==> src/rtl/instr_decode_unit.sv <==
// PC, previous-PC and instruction registers of the multicycle RV32I core, plus the
// registered decode of the latched instruction. Optional illegal-encoding detection: DECODE_ILLEGAL_EN.
module instr_decode_unit #(
  parameter logic [31:0] RESET_PC     = 32'h0000_0000,
  parameter int          ALU_CTRL_W   = 5,
  parameter int          IMM_CTRL_W   = 3,
  parameter int          STORE_CTRL_W = 4
) (
  input  logic                    clk,
  input  logic                    rst,
  input  logic [31:0]             mem_R1,
  input  logic [31:0]             ALU_out,
  input  logic                    pc_WE,
  input  logic                    old_pc_reg_WE,
  input  logic                    instr_reg_WE,
  output logic [31:0]             pc,
  output logic [31:0]             old_pc,
  output logic [6:0]              opcode,
  output logic [4:0]              rs1,
  output logic [4:0]              rs2,
  output logic [4:0]              rd,
  output logic [ALU_CTRL_W-1:0]   ALU_control_dec,
  output logic [IMM_CTRL_W-1:0]   imm_control_dec,
  output logic [STORE_CTRL_W-1:0] store_control_dec,
  output logic                    dec_valid,
  output logic                    illegal,
  output logic [31:0]             instr_count
);

  typedef enum logic [6:0] {
    OP_R      = 7'b0110011,
    OP_IMM    = 7'b0010011,
    OP_LOAD   = 7'b0000011,
    OP_STORE  = 7'b0100011,
    OP_BRANCH = 7'b1100011,
    OP_LUI    = 7'b0110111,
    OP_AUIPC  = 7'b0010111,
    OP_JAL    = 7'b1101111,
    OP_JALR   = 7'b1100111
  } opcode_e;

  typedef enum logic [4:0] {
    ALU_ADD  = 5'd0,  ALU_SUB  = 5'd1,  ALU_SLL  = 5'd2,  ALU_SLT  = 5'd3,
    ALU_SLTU = 5'd4,  ALU_XOR  = 5'd5,  ALU_SRL  = 5'd6,  ALU_SRA  = 5'd7,
    ALU_OR   = 5'd8,  ALU_AND  = 5'd9,  ALU_BEQ  = 5'd10, ALU_BNE  = 5'd11,
    ALU_BLT  = 5'd12, ALU_BGE  = 5'd13, ALU_BLTU = 5'd14, ALU_BGEU = 5'd15,
    ALU_PASS_B = 5'd16,
    ALU_LB   = 5'd17, ALU_LH   = 5'd18, ALU_LW   = 5'd19, ALU_LBU  = 5'd20,
    ALU_LHU  = 5'd21
  } alu_e;

  typedef enum logic [2:0] {
    IMM_I = 3'd0, IMM_S = 3'd1, IMM_B = 3'd2, IMM_U = 3'd3, IMM_J = 3'd4, IMM_SHAMT = 3'd5
  } imm_e;

  localparam logic [31:0] NOP_INSTR = 32'h0000_0013;
  localparam logic [6:0]  F7_ZERO   = 7'b0000000;
  localparam logic [6:0]  F7_ALT    = 7'b0100000;

`ifdef DECODE_ILLEGAL_EN
  localparam bit ILLEGAL_EN = 1'b1;
`else
  localparam bit ILLEGAL_EN = 1'b0;
`endif

  logic [31:0]             pc_q, old_pc_q, ir_q, instr_count_q;
  logic [ALU_CTRL_W-1:0]   alu_q;
  logic [IMM_CTRL_W-1:0]   imm_q;
  logic [STORE_CTRL_W-1:0] store_q;
  logic                    dec_valid_q, illegal_q;

  alu_e       alu_d;
  imm_e       imm_d;
  logic [3:0] store_d;
  logic       bad_enc;
  logic       illegal_d;
  logic [2:0] funct3;
  logic [6:0] funct7;
  logic       unused_alu_lsb;

  // The PC is always halfword-aligned; the jalr target bit 0 is dropped here.
  assign unused_alu_lsb = ALU_out[0];

  assign funct3 = ir_q[14:12];
  assign funct7 = ir_q[31:25];

  // NOTE: every always_comb output gets a default first, so no path leaves a latch behind.
  always_comb begin
    alu_d   = ALU_ADD;
    imm_d   = IMM_I;
    store_d = 4'b0000;
    bad_enc = 1'b0;
    case (ir_q[6:0])
      OP_R: begin
        case (funct3)
          3'd0: alu_d = funct7[5] ? ALU_SUB : ALU_ADD;
          3'd1: alu_d = ALU_SLL;
          3'd2: alu_d = ALU_SLT;
          3'd3: alu_d = ALU_SLTU;
          3'd4: alu_d = ALU_XOR;
          3'd5: alu_d = funct7[5] ? ALU_SRA : ALU_SRL;
          3'd6: alu_d = ALU_OR;
          default: alu_d = ALU_AND;
        endcase
        bad_enc = !((funct7 == F7_ZERO) ||
                    ((funct7 == F7_ALT) && ((funct3 == 3'd0) || (funct3 == 3'd5))));
      end
      OP_IMM: begin
        case (funct3)
          3'd0: alu_d = ALU_ADD;
          3'd1: begin
            alu_d   = ALU_SLL;
            imm_d   = IMM_SHAMT;
            bad_enc = (funct7 != F7_ZERO);
          end
          3'd2: alu_d = ALU_SLT;
          3'd3: alu_d = ALU_SLTU;
          3'd4: alu_d = ALU_XOR;
          3'd5: begin
            alu_d   = funct7[5] ? ALU_SRA : ALU_SRL;
            imm_d   = IMM_SHAMT;
            bad_enc = (funct7 != F7_ZERO) && (funct7 != F7_ALT);
          end
          3'd6: alu_d = ALU_OR;
          default: alu_d = ALU_AND;
        endcase
      end
      OP_LOAD: begin
        case (funct3)
          3'd0: alu_d = ALU_LB;
          3'd1: alu_d = ALU_LH;
          3'd2: alu_d = ALU_LW;
          3'd4: alu_d = ALU_LBU;
          3'd5: alu_d = ALU_LHU;
          default: bad_enc = 1'b1;
        endcase
      end
      OP_STORE: begin
        imm_d = IMM_S;
        case (funct3)
          3'd0: store_d = 4'b0001;
          3'd1: store_d = 4'b0011;
          3'd2: store_d = 4'b1111;
          default: bad_enc = 1'b1;
        endcase
      end
      OP_BRANCH: begin
        imm_d = IMM_B;
        case (funct3)
          3'd0: alu_d = ALU_BEQ;
          3'd1: alu_d = ALU_BNE;
          3'd4: alu_d = ALU_BLT;
          3'd5: alu_d = ALU_BGE;
          3'd6: alu_d = ALU_BLTU;
          3'd7: alu_d = ALU_BGEU;
          default: bad_enc = 1'b1;
        endcase
      end
      OP_LUI: begin
        alu_d = ALU_PASS_B;
        imm_d = IMM_U;
      end
      OP_AUIPC: imm_d = IMM_U;
      OP_JAL:   imm_d = IMM_J;
      OP_JALR:  bad_enc = (funct3 != 3'd0);
      default:  bad_enc = 1'b1;
    endcase

    illegal_d = ILLEGAL_EN && bad_enc;
    if (illegal_d) begin
      alu_d   = ALU_ADD;
      imm_d   = IMM_I;
      store_d = 4'b0000;
    end
  end

  always_ff @(posedge clk) begin
    if (rst) begin
      pc_q          <= RESET_PC;
      old_pc_q      <= '0;
      ir_q          <= NOP_INSTR;
      instr_count_q <= '0;
      alu_q         <= '0;
      imm_q         <= '0;
      store_q       <= '0;
      dec_valid_q   <= 1'b0;
      illegal_q     <= 1'b0;
    end else begin
      if (pc_WE) pc_q <= {ALU_out[31:1], 1'b0};
      // NOTE: non-blocking assignment makes old_pc capture the pre-update PC when both enables fire.
      if (old_pc_reg_WE) old_pc_q <= pc_q;
      if (instr_reg_WE) begin
        ir_q          <= mem_R1;
        instr_count_q <= instr_count_q + 32'd1;
      end
      // Decode of the IR currently held; it matches only if the IR is not being rewritten.
      alu_q       <= ALU_CTRL_W'(alu_d);
      imm_q       <= IMM_CTRL_W'(imm_d);
      store_q     <= STORE_CTRL_W'(store_d);
      illegal_q   <= illegal_d;
      dec_valid_q <= !instr_reg_WE;
    end
  end

  assign pc                = pc_q;
  assign old_pc            = old_pc_q;
  assign opcode            = ir_q[6:0];
  assign rd                = ir_q[11:7];
  assign rs1               = ir_q[19:15];
  assign rs2               = ir_q[24:20];
  assign ALU_control_dec   = alu_q;
  assign imm_control_dec   = imm_q;
  assign store_control_dec = store_q;
  assign dec_valid         = dec_valid_q;
  assign illegal           = illegal_q;
  assign instr_count       = instr_count_q;

endmodule
==> config.mk <==
export PLATFORM = sky130hd
export DESIGN_NAME = instr_decode_unit
export DESIGN_NICKNAME = d
export VERILOG_FILES = /design/src/rtl/instr_decode_unit.sv
export SDC_FILE = /design/constraint.sdc
export NUM_CORES = 1
export LEC_CHECK = 0
export BUFFER_PORTS_ARGS = -buffer_cell sky130_fd_sc_hd__buf_2
export CAP_MARGIN = 30
export CELL_PAD_IN_SITES_DETAIL_PLACEMENT = 0
export CELL_PAD_IN_SITES_GLOBAL_PLACEMENT = 2
export CORE_UTILIZATION = 25
export CTS_CLUSTER_SIZE = 30
export DETAILED_ROUTE_END_ITERATION = 10
export GPL_TIMING_DRIVEN = 0
export PLACE_DENSITY = 0.76
export SKIP_LAST_GASP = 1
export SLEW_MARGIN = 5
export SYNTH_ARGS = -nofsm -noshare
export SYNTH_HDL_FRONTEND = slang
export SYNTH_SLANG_ARGS = --single-unit
==> constraint.sdc <==
create_clock -name clk -period 1.78 [get_ports clk]
set_input_delay 0.089 -clock clk [delete_from_list [all_inputs] [get_ports clk]]
set_output_delay 0.089 -clock clk [all_outputs]
set_load 0.1 [all_outputs]
Word level (Yosys, flattened, before mapping) --
Cells that the tools add are included.
Word-level totals: output and inout bits 132, register bits after elaboration 138, input port bits 69
Operators by class: equality and inequality tests 15, bitwise logic cells 1, $add $sub $neg 1, reductions and logical operators 5, mux-type cells 10
Operators with widths (number):
- one-hot mux 4 bit (7 select lines) | 2
- one-hot mux 5 bit (5 select lines) | 2
- adder 32 x 1 -> 32 bit, second input constant | 1
- one-hot mux 4 bit (6 select lines) | 1
- equality test 7 x 6 -> 1 bit, second input constant | 3
- one-hot mux 3 bit (5 select lines) | 1
- equality test 7 x 5 -> 1 bit, second input constant | 2
- equality test 7 bit, second input constant | 2
- equality test 3 bit, second input constant | 4
- one-hot mux 4 bit (3 select lines) | 1
- equality test 7 x 2 -> 1 bit, second input constant | 1
- equality test 3 x 2 -> 1 bit, second input constant | 2
- OR reduction 2 bit | 3
- equality test 3 x 1 -> 1 bit, second input constant | 1
- zero test 3 bit | 1
- two-way mux 3 bit | 1
- two-way mux 1 bit | 2
- zero test 1 bit | 1
- inverter 1 bit | 1

Logic depth before layout (Yosys ltp) --
depth in word-level cells 4, gate-level depth with buffers 6

Worst setup path before layout --
No wires, ideal clock.
path kind flip-flop to flip-flop, start point reg instr_count_q[0], in the netlist instr_count[0], end point reg instr_count_q[18], in the netlist instr_count[18], buffers on the path 1, arrival time 2641 ps, library setup time 71 ps, stages on the path, launching flop included 7, setup slack -932 ps, period minus slack after synthesis 2712 ps, cell sequence dfxtp_1 -> ha_1 -> nand4_1 -> or3_1 -> clkbuf_1 -> or3_1 -> a21oi_1
On the way: cells in the longest elaborated chain, start to end 1
RTL lines:
- start, declared | line 66 | logic [31:0] pc_q, old_pc_q, ir_q, instr_count_q;
- start signal, assigned | line 194 | instr_count_q <= instr_count_q + 32'd1;
- adder 32 x 1 -> 32 bit | line 194
Every way passes these cells. A chain may end at the register's enable or synchronous reset.

Final worst setup path --
start point reg instr_count_q[2], in the netlist instr_count[2], end point reg instr_count_q[17], in the netlist instr_count[17]
The elaborated chain is that of the path after synthesis.

==> metrics.txt <==
status=complete, but fails checks; failing checks=setup timing; core area=21150 um^2; PwrDens=1025 nW/um^2; Hold Vio Cnt, Final=0; Post-DP HPWL=11.13 mm; IR drop worst, VDD=0.7145 mV; TritonCTS Buffers=17; H-tree depth=4; Ys Warns=0; top cell type's share of synthesized area=48.82%; die footprint=22240 um^2; post-synthesis average cell area=9.446 um^2; Critical Path RT=2.12 ns; Synth area leaders=dfxtp_1 (49%), mux2i_1 (16%), nor2_1 (7.4%), buf_4 (3.6%), a21oi_1 (2.2%); Setup Skew=0.006500 ns; CP Capture Type=register; height of the die=149.1 um; Bufs and invs on worst path=0; WS Path Type=register to register; number of global-route vias before repair=4815; Clock Path Buffers=2; Setup crit start kind=register; area taken by multi-input logic gates=2521 um^2; Rows=53; Routed WL=15.99 mm; FMAX=554.5 MHz; nets=917; WL/cell=14.09 um; antenna-violating nets left=0; Max stage delay on crit path=0.62 ns; Final min period=1.803 ns; Final Slew Violations=0; CP arrival=2.14 ns; Final Non-Filler Cells=1135; worst min-delay path class=input pin to register; IO buf count=187; FILL cells=2166; Starting DRT DRC Count=165; crit path cell chain=nand2_4 > or4_4 > or4_1 > a21oi_2; final setup violation count=2; Root Buffer=clkbuf_16; Reg area=2755 um^2; largest net degree at the start of global routing=17; unrepaired setup endpoints after global routing=yes; Post-Synthesis Cells=573; final worst-path cycle share=101.3%; clock-pin slew on the worst setup and hold paths=0.06 ns; WHS=0.05405 ns; GRT overflow=0; share of cells above drive strength 1=35.93%; Critical-path top delay cell=or4_4; CTS tree=built; Synth area leader=dfxtp_1; global-route wire length before repair=25.21 mm; GP Congestion=0.7299; I/O pins=201; DR vias=4971; initial antenna violation count=0; Skew-Pair Late Insertion Delay=0.41 ns; leakage power=3.791 nW; Initial Util=25.59%; GRT Overall Usage=14.62%; actual slew at the worst max-slew pin=0.8038 ns; Layout Area Growth over Synthesis=51.80%; Final WS setup=-0.02330 ns; Slew headroom=46.41%; DRC viols=0; Max Cap Violations=0; CTS Sinks=132; Post-Syn Area=5413 um^2; vias per inst=4.380; Die W=149.1 um; Ant. Diodes=0; flop and latch count out of synthesis=132; unique cell type count in the Yosys netlist=44; register area share after synthesis=48.82%; CP top delay family=simple AND/OR/NAND/NOR gates; Max FO, Critical Path=10; First-pass DRT Iterations=4; dpl cells=1037
[logic make-up after synthesis]
kind of cell	Yosys count	share of synthesized area (%)
simple gates	208	18.96
flops	132	48.82
mux	88	16.32
buf+inv	69	6.658
compound gates	62	7.005
xor+xnor	12	1.942
fa+ha+maj	1	0.2311
other cells	1	0.06928
[power breakdown]
part / internal (mW) / total (mW) / leakage (nW) / switching [mW]
clock network: 2.41 / 3.77 / 0.310 / 1.36
logic: 0.405 / 1.54 / 2.38 / 1.14
registers: 3.03 / 3.11 / 1.10 / 0.0813
[timing repair]
item,4_1_cts,5_1_grt
gates resized for setup,6,9
hold buffers,57,0
endpoints found under the setup margin,19,21
pin swaps,4,5
hold endpoints to repair,57,0
setup buffers,7,3
[layout by cell type, fill, tap and decap left out, types with 10 or more instances in the layout]
cell type	n
or4_1	12
nor2_1	107
o21ai_0	12
nand3_1	10
clkbuf_1	25
mux2i_1	86
nand4_1	11
nor2b_1	10
dfxtp_1	102
o31ai_1	11
buf_4	36
nand2_1	15
dlygate4sd3_1	57
a21oi_1	22
dfxtp_4	30
buf_2	188
clkbuf_16	19
[worst paths after layout]
path / endpoint / start / slack, ns / depth (start not counted)
min: old_pc[31]$_SDFFE_PP0P_ / old_pc_reg_WE / 0.05 / 3
min reg2reg: imm_control_dec[2]$_SDFF_PP0_ / ir_q[1]$_SDFFE_PP1P_ / 0.48 / 2
max reg2reg: instr_count[17]$_SDFFE_PP0P_ / instr_count[2]$_SDFFE_PP0P_ / -0.02 / 4
max: instr_count[17]$_SDFFE_PP0P_ / instr_count[2]$_SDFFE_PP0P_ / -0.02 / 4
[worst register-to-register path, stage by stage, from the launching register on]
cell and delay [ns]:
dfxtp_4 0.37, nand2_4 0.09, or4_4 0.62, or4_1 0.51
a21oi_2 0.15
[routing by layer]
| layer | GRT usage (%) | vias to the layer above | wire length [um] |
|---|---|---|---|
| li1 | - | 2522 | - |
| met1 | 18.21 | 2281 | 7509 |
| met2 | 23.51 | 154 | 7198 |
| met3 | 5.443 | 14 | 1143 |
| met4 | 3.980 | 0 | 142 |
| met5 | 0 | - | 0 |
[final cells by class]
| class | instances | share of cell area, % |
|---|---|---|
| buffer | 62 | 4.294 |
| clock buffer | 21 | 6.000 |
| clock inverter | 11 | 1.782 |
| inverter | 6 | 0.2741 |
| multi-input combinational | 374 | 30.68 |
| sequential | 132 | 33.53 |
| tap | 275 | 4.188 |
| timing repair buffer | 254 | 19.25 |
[state kept, by name, indices dropped and copies added (netlist names)]
signal	count
ALU_control_dec	5
dec_valid	1
imm_control_dec	3
instr_count	32
ir_q	26
old_pc	31
pc	31
store_control_dec	3
[stage by stage]
stage               setup TNS (ns)  utilization, %  area, um^2  total power, mW  setup WS (ns)
floorplan                   -2.926               -        5610            4.339        -0.2194
global placement            -1.377           32.57        6890            4.617        -0.1901
detailed placement          -1.477           32.57        6890            4.618        -0.1885
CTS                       -0.07208           38.65        8175            8.563       -0.02921
global route               -0.6144           38.84        8217            8.801       -0.09518
finish                    -0.03330           38.84        8217            8.422       -0.02330
[Yosys cell counts]
master,number
nand4_1,11
ha_1,1
nand2b_1,1
or4b_2,1
conb_1,1
or2_2,1
nand3b_1,1
o21a_1,1
nor4b_1,1
a21boi_0,1
xor2_1,4
xnor2_1,8
mux2i_1,86
or3_1,9
o21ai_0,12
or4_1,15
inv_1,6
nand3_1,11
nor2_1,107
clkbuf_1,27
dfxtp_1,132
nand4bb_1,1
buf_1,7
nor2b_1,10
o31a_1,1
nor4_1,6
nor3b_1,3
a22oi_1,1
buf_2,3
and4_1,4
and2_1,1
a21o_1,3
nand2_1,16
a211oi_1,3
and3b_1,1
a31oi_1,1
nand2_2,1
nand4_2,1
nor3_1,6
o31ai_1,12
mux2_2,2
buf_4,26
a211o_1,3
a21oi_1,24
(Power assumes the default switching activity.)
